**config.mk**
```make
export PLATFORM = sky130hd
export DESIGN_NAME = systolic_feeder
export DESIGN_NICKNAME = d
export VERILOG_FILES = /design/src/rtl/systolic_pkg.sv /design/src/rtl/systolic_feeder_skew_mux.sv /design/src/rtl/systolic_feeder.sv
export SDC_FILE = /design/constraint.sdc
export NUM_CORES = 2
export LEC_CHECK = 0
export CORE_AREA = 2 2 323 453
export CTS_BUF_LIST = sky130_fd_sc_hd__clkbuf_4 sky130_fd_sc_hd__clkbuf_8
export CTS_CLUSTER_DIAMETER = 60
export DETAILED_ROUTE_END_ITERATION = 6
export DIE_AREA = 0 0 325 455
export PLACE_DENSITY = 0.5
export SLEW_MARGIN = 20
export SYNTH_ARGS = -nofsm -noshare
export SYNTH_HDL_FRONTEND = slang
export SYNTH_SLANG_ARGS = --single-unit
```
**constraint.sdc**
```tcl
create_clock -name Clk -period 6.2 [get_ports Clk]
set_clock_uncertainty 0.2 [all_clocks]
set_input_delay 1.24 -clock Clk [delete_from_list [all_inputs] [get_ports Clk]]
set_output_delay 1.24 -clock Clk [all_outputs]
set_load 0.01 [all_outputs]
```
**src/rtl/systolic_pkg.sv**
```systemverilog
// Shared constants and FSM encoding for the systolic operand feeder.
package systolic_pkg;
  localparam int SYS_N        = 4;
  localparam int SYS_DW       = 32;
  localparam int SYS_FEED_LEN = 2 * SYS_N - 1;
  localparam int SYS_DRAIN    = 4;

  typedef enum logic [2:0] {
    S_IDLE  = 3'd0,
    S_CLEAR = 3'd1,
    S_FEED  = 3'd2,
    S_DRAIN = 3'd3,
    S_DONE  = 3'd4
  } state_e;
endpackage

```
**src/rtl/systolic_feeder_skew_mux.sv**
```systemverilog
// One edge lane: picks word (t - lane) of the lane's four stored words,
// or zero when the diagonal skew puts this lane outside its active window.
module skew_mux
  import systolic_pkg::*;
#(
  parameter int DW = SYS_DW,
  parameter int N  = SYS_N
) (
  input  logic [N-1:0][DW-1:0] i_words,
  input  logic [1:0]           i_lane,
  input  logic [2:0]           i_t,
  output logic [DW-1:0]        o_val
);
  localparam logic signed [3:0] LAST = 4'(N - 1);

  logic signed [3:0] w_d;

  // Signed 4-bit offset so t < lane shows up as negative rather than wrapping.
  assign w_d = $signed({1'b0, i_t}) - $signed({2'b00, i_lane});

  // Zero-fill outside 0..N-1, otherwise pass the selected word through.
  always_comb begin
    o_val = '0;
    if (!w_d[3] && (w_d <= LAST)) o_val = i_words[w_d[1:0]];
  end
endmodule

```
**src/rtl/systolic_feeder.sv**
```systemverilog
// Operand feeder for a 4x4 output-stationary systolic array: holds A and B,
// clears the array, streams skewed rows/columns, waits for drain, pulses done.
module systolic_feeder
  import systolic_pkg::*;
#(
  parameter int DW    = SYS_DW,
  parameter int N     = SYS_N,
  parameter int DRAIN = SYS_DRAIN
) (
  input  logic          Clk,
  input  logic          Reset,
  input  logic          wr_en,
  input  logic          wr_sel,
  input  logic [3:0]    wr_addr,
  input  logic [DW-1:0] wr_data,
  input  logic          start,
  output logic          busy,
  output logic          done,
  output logic          arr_clear,
  output logic [DW-1:0] left0,
  output logic [DW-1:0] left1,
  output logic [DW-1:0] left2,
  output logic [DW-1:0] left3,
  output logic [DW-1:0] up0,
  output logic [DW-1:0] up1,
  output logic [DW-1:0] up2,
  output logic [DW-1:0] up3
);
  // Counter is 3 bits: covers t = 0..6 and drain lengths up to 8.
  localparam logic [2:0] FEED_LAST  = 3'(2 * N - 2);
  localparam logic [2:0] DRAIN_LAST = 3'(DRAIN - 1);

  state_e r_state, w_state_nxt;
  logic [2:0] r_cnt, w_cnt_nxt;

  logic [N*N-1:0][DW-1:0] r_mem_a, r_mem_b;
  logic [N-1:0][DW-1:0]   r_left, r_up;
  logic [N-1:0][DW-1:0]   w_left, w_up;
  logic [N-1:0][N-1:0][DW-1:0] w_row_words, w_col_words;

  // State and time counter register; reset aborts any pass in flight.
  always_ff @(posedge Clk) begin
    if (!Reset) begin
      r_state <= S_IDLE;
      r_cnt   <= '0;
    end else begin
      r_state <= w_state_nxt;
      r_cnt   <= w_cnt_nxt;
    end
  end

  // Next-state, counter and status decode.
  always_comb begin
    w_state_nxt = r_state;
    w_cnt_nxt   = r_cnt;
    busy        = 1'b0;
    done        = 1'b0;
    arr_clear   = 1'b0;
    unique case (r_state)
      S_IDLE: begin
        w_cnt_nxt = '0;
        if (start) w_state_nxt = S_CLEAR;
      end
      S_CLEAR: begin
        busy        = 1'b1;
        arr_clear   = 1'b1;
        w_cnt_nxt   = '0;
        w_state_nxt = S_FEED;
      end
      S_FEED: begin
        busy = 1'b1;
        if (r_cnt == FEED_LAST) begin
          w_cnt_nxt   = '0;
          w_state_nxt = S_DRAIN;
        end else begin
          w_cnt_nxt = r_cnt + 3'd1;
        end
      end
      S_DRAIN: begin
        busy = 1'b1;
        if (r_cnt == DRAIN_LAST) begin
          w_cnt_nxt   = '0;
          w_state_nxt = S_DONE;
        end else begin
          w_cnt_nxt = r_cnt + 3'd1;
        end
      end
      S_DONE: begin
        done        = 1'b1;
        w_state_nxt = S_IDLE;
      end
      default: w_state_nxt = S_IDLE;
    endcase
  end

  // Operand storage; writes land only while idle so a pass sees a stable matrix.
  always_ff @(posedge Clk) begin
    if (!Reset) begin
      r_mem_a <= '0;
      r_mem_b <= '0;
    end else if (wr_en && (r_state == S_IDLE)) begin
      if (wr_sel) r_mem_b[wr_addr] <= wr_data;
      else        r_mem_a[wr_addr] <= wr_data;
    end
  end

  // Row k of A feeds west lane k; column k of B feeds north lane k.
  for (genvar k = 0; k < N; k++) begin : g_lane
    for (genvar e = 0; e < N; e++) begin : g_word
      assign w_row_words[k][e] = r_mem_a[k*N + e];
      assign w_col_words[k][e] = r_mem_b[e*N + k];
    end
    skew_mux #(.DW(DW), .N(N)) u_row (
      .i_words (w_row_words[k]),
      .i_lane  (2'(k)),
      .i_t     (r_cnt),
      .o_val   (w_left[k])
    );
    skew_mux #(.DW(DW), .N(N)) u_col (
      .i_words (w_col_words[k]),
      .i_lane  (2'(k)),
      .i_t     (r_cnt),
      .o_val   (w_up[k])
    );
  end

  // Edge registers: live values only while feeding, zero in every other state.
  always_ff @(posedge Clk) begin
    if (!Reset) begin
      r_left <= '0;
      r_up   <= '0;
    end else if (r_state == S_FEED) begin
      r_left <= w_left;
      r_up   <= w_up;
    end else begin
      r_left <= '0;
      r_up   <= '0;
    end
  end

  assign left0 = r_left[0];
  assign left1 = r_left[1];
  assign left2 = r_left[2];
  assign left3 = r_left[3];
  assign up0   = r_up[0];
  assign up1   = r_up[1];
  assign up2   = r_up[2];
  assign up3   = r_up[3];
endmodule

```
# Word-level counts from Yosys, hierarchy flattened
# Cells that the tools add are included.
# W data, S select, Z words.
[word_totals] reg_bits=1286 inputBits=41 output_inout_bits=259 word_cells=115
[classes] n_addsub=4 order_cmp=10 eq_ne=9 muxes=30 bitwise_logic=1 reduce_logical=19
[ops] cell="$bwmux W512" count=2
[ops] cell="$bmux W32 S2" count=8
[ops] cell="$mux W32" count=9
[ops] cell="$demux W32 S4" count=1
[ops] cell="$mux W3" count=5
[ops] cell="$reduce_and A3 Y1" count=5
[ops] cell="$le A4 B3 Y1 const B" count=3
[ops] cell="$lt A2 B3 Y1 const B" count=4
[ops] cell="$pmux W3 S4" count=1
[ops] cell="$eq A3 B2 Y1 const B" count=3
[ops] cell="$pmux W3 S3" count=1
[ops] cell="$sub A3 B2 Y4 const B" count=2
[ops] cell="$eq A3 B3 Y1 const B" count=2
[ops] cell="$ne A2 B2 Y1 const B" count=3
[ops] cell="$logic_and A1 B1 Y1" count=5
[ops] cell="$lt A4 B5 Y1 const B" count=1
[ops] cell="$ge A4 B1 Y1 const B" count=1
[ops] cell="$reduce_and A2 Y1" count=2
[ops] cell="$sub A3 B1 Y4 const B" count=1
[ops] cell="$add A3 B1 Y3 const B" count=1
[ops] cell="$eq A3 B1 Y1 const B" count=1
[ops] cell="$le A3 B2 Y1 const B" count=1
[ops] cell="$logic_not A1 Y1" count=3
[ops] cell="$logic_not A3 Y1" count=1
[ops] cell="other kinds (5)" count=7

# Depth between registers and ports, before layout
[logic_depth] depth_word=5 depth_mapped=11 mapped_depth_nobuf=6

# Cells and area by module
# Synthesis repeated with hierarchy kept, for this count alone.
[hier_totals] cells_unflattened=4763 hier_area_um2=53060.9
[modules_own_cells] mod="systolic_feeder" instances=1 cells_each=4067 area_per_inst_um2=43802.0 seq_area_each_um2=25744.7
[modules_own_cells] mod="skew_mux" instances=8 cells_each=87 area_per_inst_um2=1157.4 seq_area_each_um2=0.0

# Worst setup path before layout
# No wires, ideal clock.
[synth_timing] path_type="register -> register" start="reg r_cnt[1]" end="reg r_left (netlist bit left1[22])" setup_time_ns=0.128 t_arrival_ns=3.033 required_ns=5.872 slack_ns=2.839 stages_incl_launch_ff=11 n_path_buf=6 synth_period_minus_slack_ns=3.361 path_cell_list="dfxtp_1 > clkbuf_1 > buf_2 > clkbuf_1 > buf_1 > inv_1 > ha_1 > clkbuf_1 > clkbuf_1 > mux4_2 > nor2b_1"
[synth_via] elab_chain_cells=4 elab_cells_between_ends=7 classes_between="add/sub: 1; order compare: 1; mux: 2; reduce/logical: 3"
[synth_lines] item="from (decl)" line="systolic_feeder.sv:34" text="logic [2:0] r_cnt, w_cnt_nxt;"
[synth_lines] item="from (signal assigned)" line="systolic_feeder.sv:48" text="r_cnt <= w_cnt_nxt;"
[synth_lines] item="$sub A3 B1 Y4 *" line="systolic_feeder_skew_mux.sv:19" text="assign w_d = $signed({1'b0, i_t}) - $signed({2'b00, i_lane});"
[synth_lines] item="$le A4 B3 Y1 or $logic_not A1 Y1 (tied branches)" line="systolic_feeder_skew_mux.sv:24" text="if (!w_d[3] && (w_d <= LAST)) o_val = i_words[w_d[1:0]];"
[synth_lines] item="$logic_and A1 B1 Y1" line="systolic_feeder_skew_mux.sv:24"
[synth_lines] item="$reduce_and A3 Y1 (no source line)"
[synth_lines] item="to (signal assigned)" line="systolic_feeder.sv:133" text="r_left <= w_left;"
[synth_lines] item="to (decl)" line="systolic_feeder.sv:37" text="logic [N-1:0][DW-1:0] r_left, r_up;"
# Every way passes the cells marked *; elsewhere a longest branch is shown, timed or not. The select of a mux whose other input is x is not followed.
# A chain may end at the register's enable or synchronous reset.

# Final worst setup path
[layout_timing] start="reg r_state[0]" end="out busy"
[layout_via] elab_chain_cells=3 elab_cells_between_ends=5 classes_between="eq/ne: 3; mux: 1; reduce/logical: 1"
[layout_lines] item="from (decl)" line="systolic_feeder.sv:33" text="state_e r_state, w_state_nxt;"
[layout_lines] item="from (signal assigned)" line="systolic_feeder.sv:47" text="r_state <= w_state_nxt;"
[layout_lines] item="$eq A3 B2 Y1 or $eq A3 B1 Y1 (tied branches)" line="systolic_feeder.sv:59" text="unique case (r_state)"
[layout_lines] item="$reduce_or A3 Y1 (no source line) *"
[layout_lines] item="$mux W1 *" line="systolic_feeder.sv:59"
[layout_lines] item="to (decl)" line="systolic_feeder.sv:17" text="output logic busy,"
# Every way passes the cells marked *; elsewhere a longest branch is shown, timed or not.

==> metrics.yaml <==
outcome:
  status: "complete, no violations"
grt:
  grt_pass1_vias: 33900
  antenna_found_initial: 10
  grt_pass1_wl_um: 214000
  overflow: 0
  grt_max_degree: 174
  track_usage_pct: 18.8
floorplan:
  coreArea_um2: 144000
  io_pins: 300
  start_util_pct: 34.7
  row_count: 165
  die_h_um: 455
  chipWidth_um: 325
  die_area_um2: 148000
place:
  postPlaceCellArea_um2: 54400
  dp.final_hpwl_um: 83000
  numPortBuffers: 299
  place.gp.congestion: 0.716
pwr:
  p_per_area_nw_per_um2: 286
  ir_drop_v: 0.000170
  total_power_mw: 16.8
  p_leak_nw: 23.7
cts:
  postCtsSetupRepairBufs: 0
  cts_resized: 0
  cts_tree: "done"
  insertion_delay_ps: 940
  cts_max_path_buffers: 3
  htree_levels: 4
  clkSinkCount: 1286
  root_buffer: "clkbuf_8"
  hold_buffers: 0
  cts.clk_slew.worst_paths_ps: 60
  cts-buffers-inserted: 204
critical_path:
  end_kind: "output pin"
  critical_path_class: "flop to output pin"
  crit_arrival_ps: 2380
  cp_max_fo: 14
  r2r_cells: 4
  critPathRequiredTime_ps: 4760
  critPathLaunchType: "flop"
detailed_routing:
  first_pass_iters: 5
  drt_wl_total_um: 140000
  drc: 0
  drt_iter0_markers: 1885
  ant_nets: 0
  routedWlPerCell_um: 21.0
  vias: 32400
  viasPerCell: 4.86
synthesis:
  synth_edf_count: 0
  async_flop_share_pct: 0
  syn_nets: 4456
  yosysMostFrequentCell: "dfxtp_1"
  seq_area_frac_synth_pct: 51.5
  syn_area_per_cell_um2: 11.3
  yosys.area.top_type: "dfxtp_1"
  ys_top_cells_by_count: "dfxtp_1 (1286), nand2_1 (1063), mux2i_1 (1024)"
  synth_cells: 4406
  yosysUniqueCellTypes: 43
  synth_top_area_share_pct: 51.5
  yosysWarnings: 0
  syn_area_um2: 50000
  synth-main-ff-cell: "dfxtp_1"
  ys_seq_elements: 1286
  synth_area_leaders: "dfxtp_1 (52%), mux2i_1 (21%), mux4_2 (12%)"
hold_path:
  min_path_cells: 2
  hold_path_class: "flop to flop"
cells_and_area:
  synthToLayoutAreaGrowth_pct: 17.9
  nFillCells: 13800
  layout.area.seq_um2: 25800
  finish.net_count: 4622
  finalInstanceArea_um2: 58900
  fin_util_pct: 40.9
  drive_above_1_share_pct: 16.3
  multi_input_area_um2: 22500
run:
  maxCapViolCount: 0
sta:
  relSlewSlack_pct: 27.5
  rsz0062_at_grt: "false"
  setup_tns_ps: 0
  tightest_slew_ps: 1090
  min_period_ps: 3820
  slew_viol_final: 0
  finalCritPeriodShare_pct: 61.7
  clock.fmax_mhz: 261
  finalSetupViolCount: 0
  hold_violations: 0
placed cells by master, fill, tap and decap left out, types with 5 or more instances in the layout:
master | Yosys | layout
and3_1 | 130 | 130
buf_12 | 0 | 5
buf_4 | 30 | 84
clkbuf_4 | 0 | 67
clkbuf_8 | 0 | 260
clkdlybuf4s50_1 | 0 | 298
clkinv_2 | 0 | 38
clkinvlp_4 | 0 | 5
dfxtp_1 | 1286 | 1284
ha_1 | 9 | 7
mux2i_1 | 1024 | 1024
mux4_2 | 256 | 256
nand2_1 | 1063 | 1055
nand2_2 | 0 | 8
nand4_1 | 7 | 7
nor2_1 | 6 | 6
nor2b_1 | 133 | 133
nor3_4 | 0 | 12
through the flow:
step | setup WS (ps) | hold WS [ps] | std cells
floorplan | 2840 | 232 | 4406
global placement | 1750 | 238 | 6286
detailed placement | 1720 | 243 | 6286
CTS | 2270 | 255 | 6667
global route | 2230 | 264 | 6668
finish | 2380 | 253 | 6668
worst max-delay path, cell delays in order, from the launching register on:
cell and delay [ps]:
dfxtp_1 610, nor2_1 120, nor2_1 170, clkdlybuf4s50_1 570
final timing paths:
kind	from	end	slack [ps]
max	r_state[0]	busy	2380
max reg2reg	r_cnt[0]	left3[0]	2560
min reg2reg	r_mem_b[334]	r_mem_b[334]	250
min	r_mem_b[334]	r_mem_b[334]	250
report_power, final:
part	switching, mW	total [mW]	internal, mW	leakage (nW)
clock network	3.50	7.81	4.31	2.41
logic	0.474	0.678	0.204	10.9
registers	0.0344	8.34	8.31	10.4
metal layers:
layer  routed length, µm  GRT usage [%]  share of wire (%)  up-vias
met5                  57              0              0.041        -
met4                3540           6.55                2.5       10
met3                5530           3.23                3.9      234
met2               67400           31.8                 48      614
met1               63500           24.3                 45    16100
li1                    -              -                  -    15400
area by class of cell:
cell class                      instances  share of cell area, %
Sequential cell                      1286                   43.7
Multi-Input combinational cell       2687                   38.2
Clock buffer                          327                   6.93
Timing Repair Buffer                  388                   6.33
Tap cell                             1920                   4.08
Clock inverter                         54                  0.692
Inverter                                5                 0.0319
Antenna cell                            1                0.00425
state kept, by name, indices dropped and copies added (netlist names), 32 cells and up:
name / count
up3: 32
left1: 32
left3: 32
up0: 32
left2: 32
left0: 32
up2: 32
r_mem_b: 512
up1: 32
r_mem_a: 512
logic make-up (layout without fill, tap and decap cells):
logic type | Yosys count | count (layout) | share of synthesized area (%)
simple gates | 1385 | 1385 | 12.3
fa+ha+maj | 9 | 9 | 0.225
flops | 1286 | 1286 | 51.5
mux | 1280 | 1280 | 32.0
xor+xnor | 1 | 1 | 0.0175
compound gates | 12 | 12 | 0.183
buf+inv | 433 | 774 | 3.76
other cells | 0 | 1 | 0
Power figures use the tool's default switching activity.
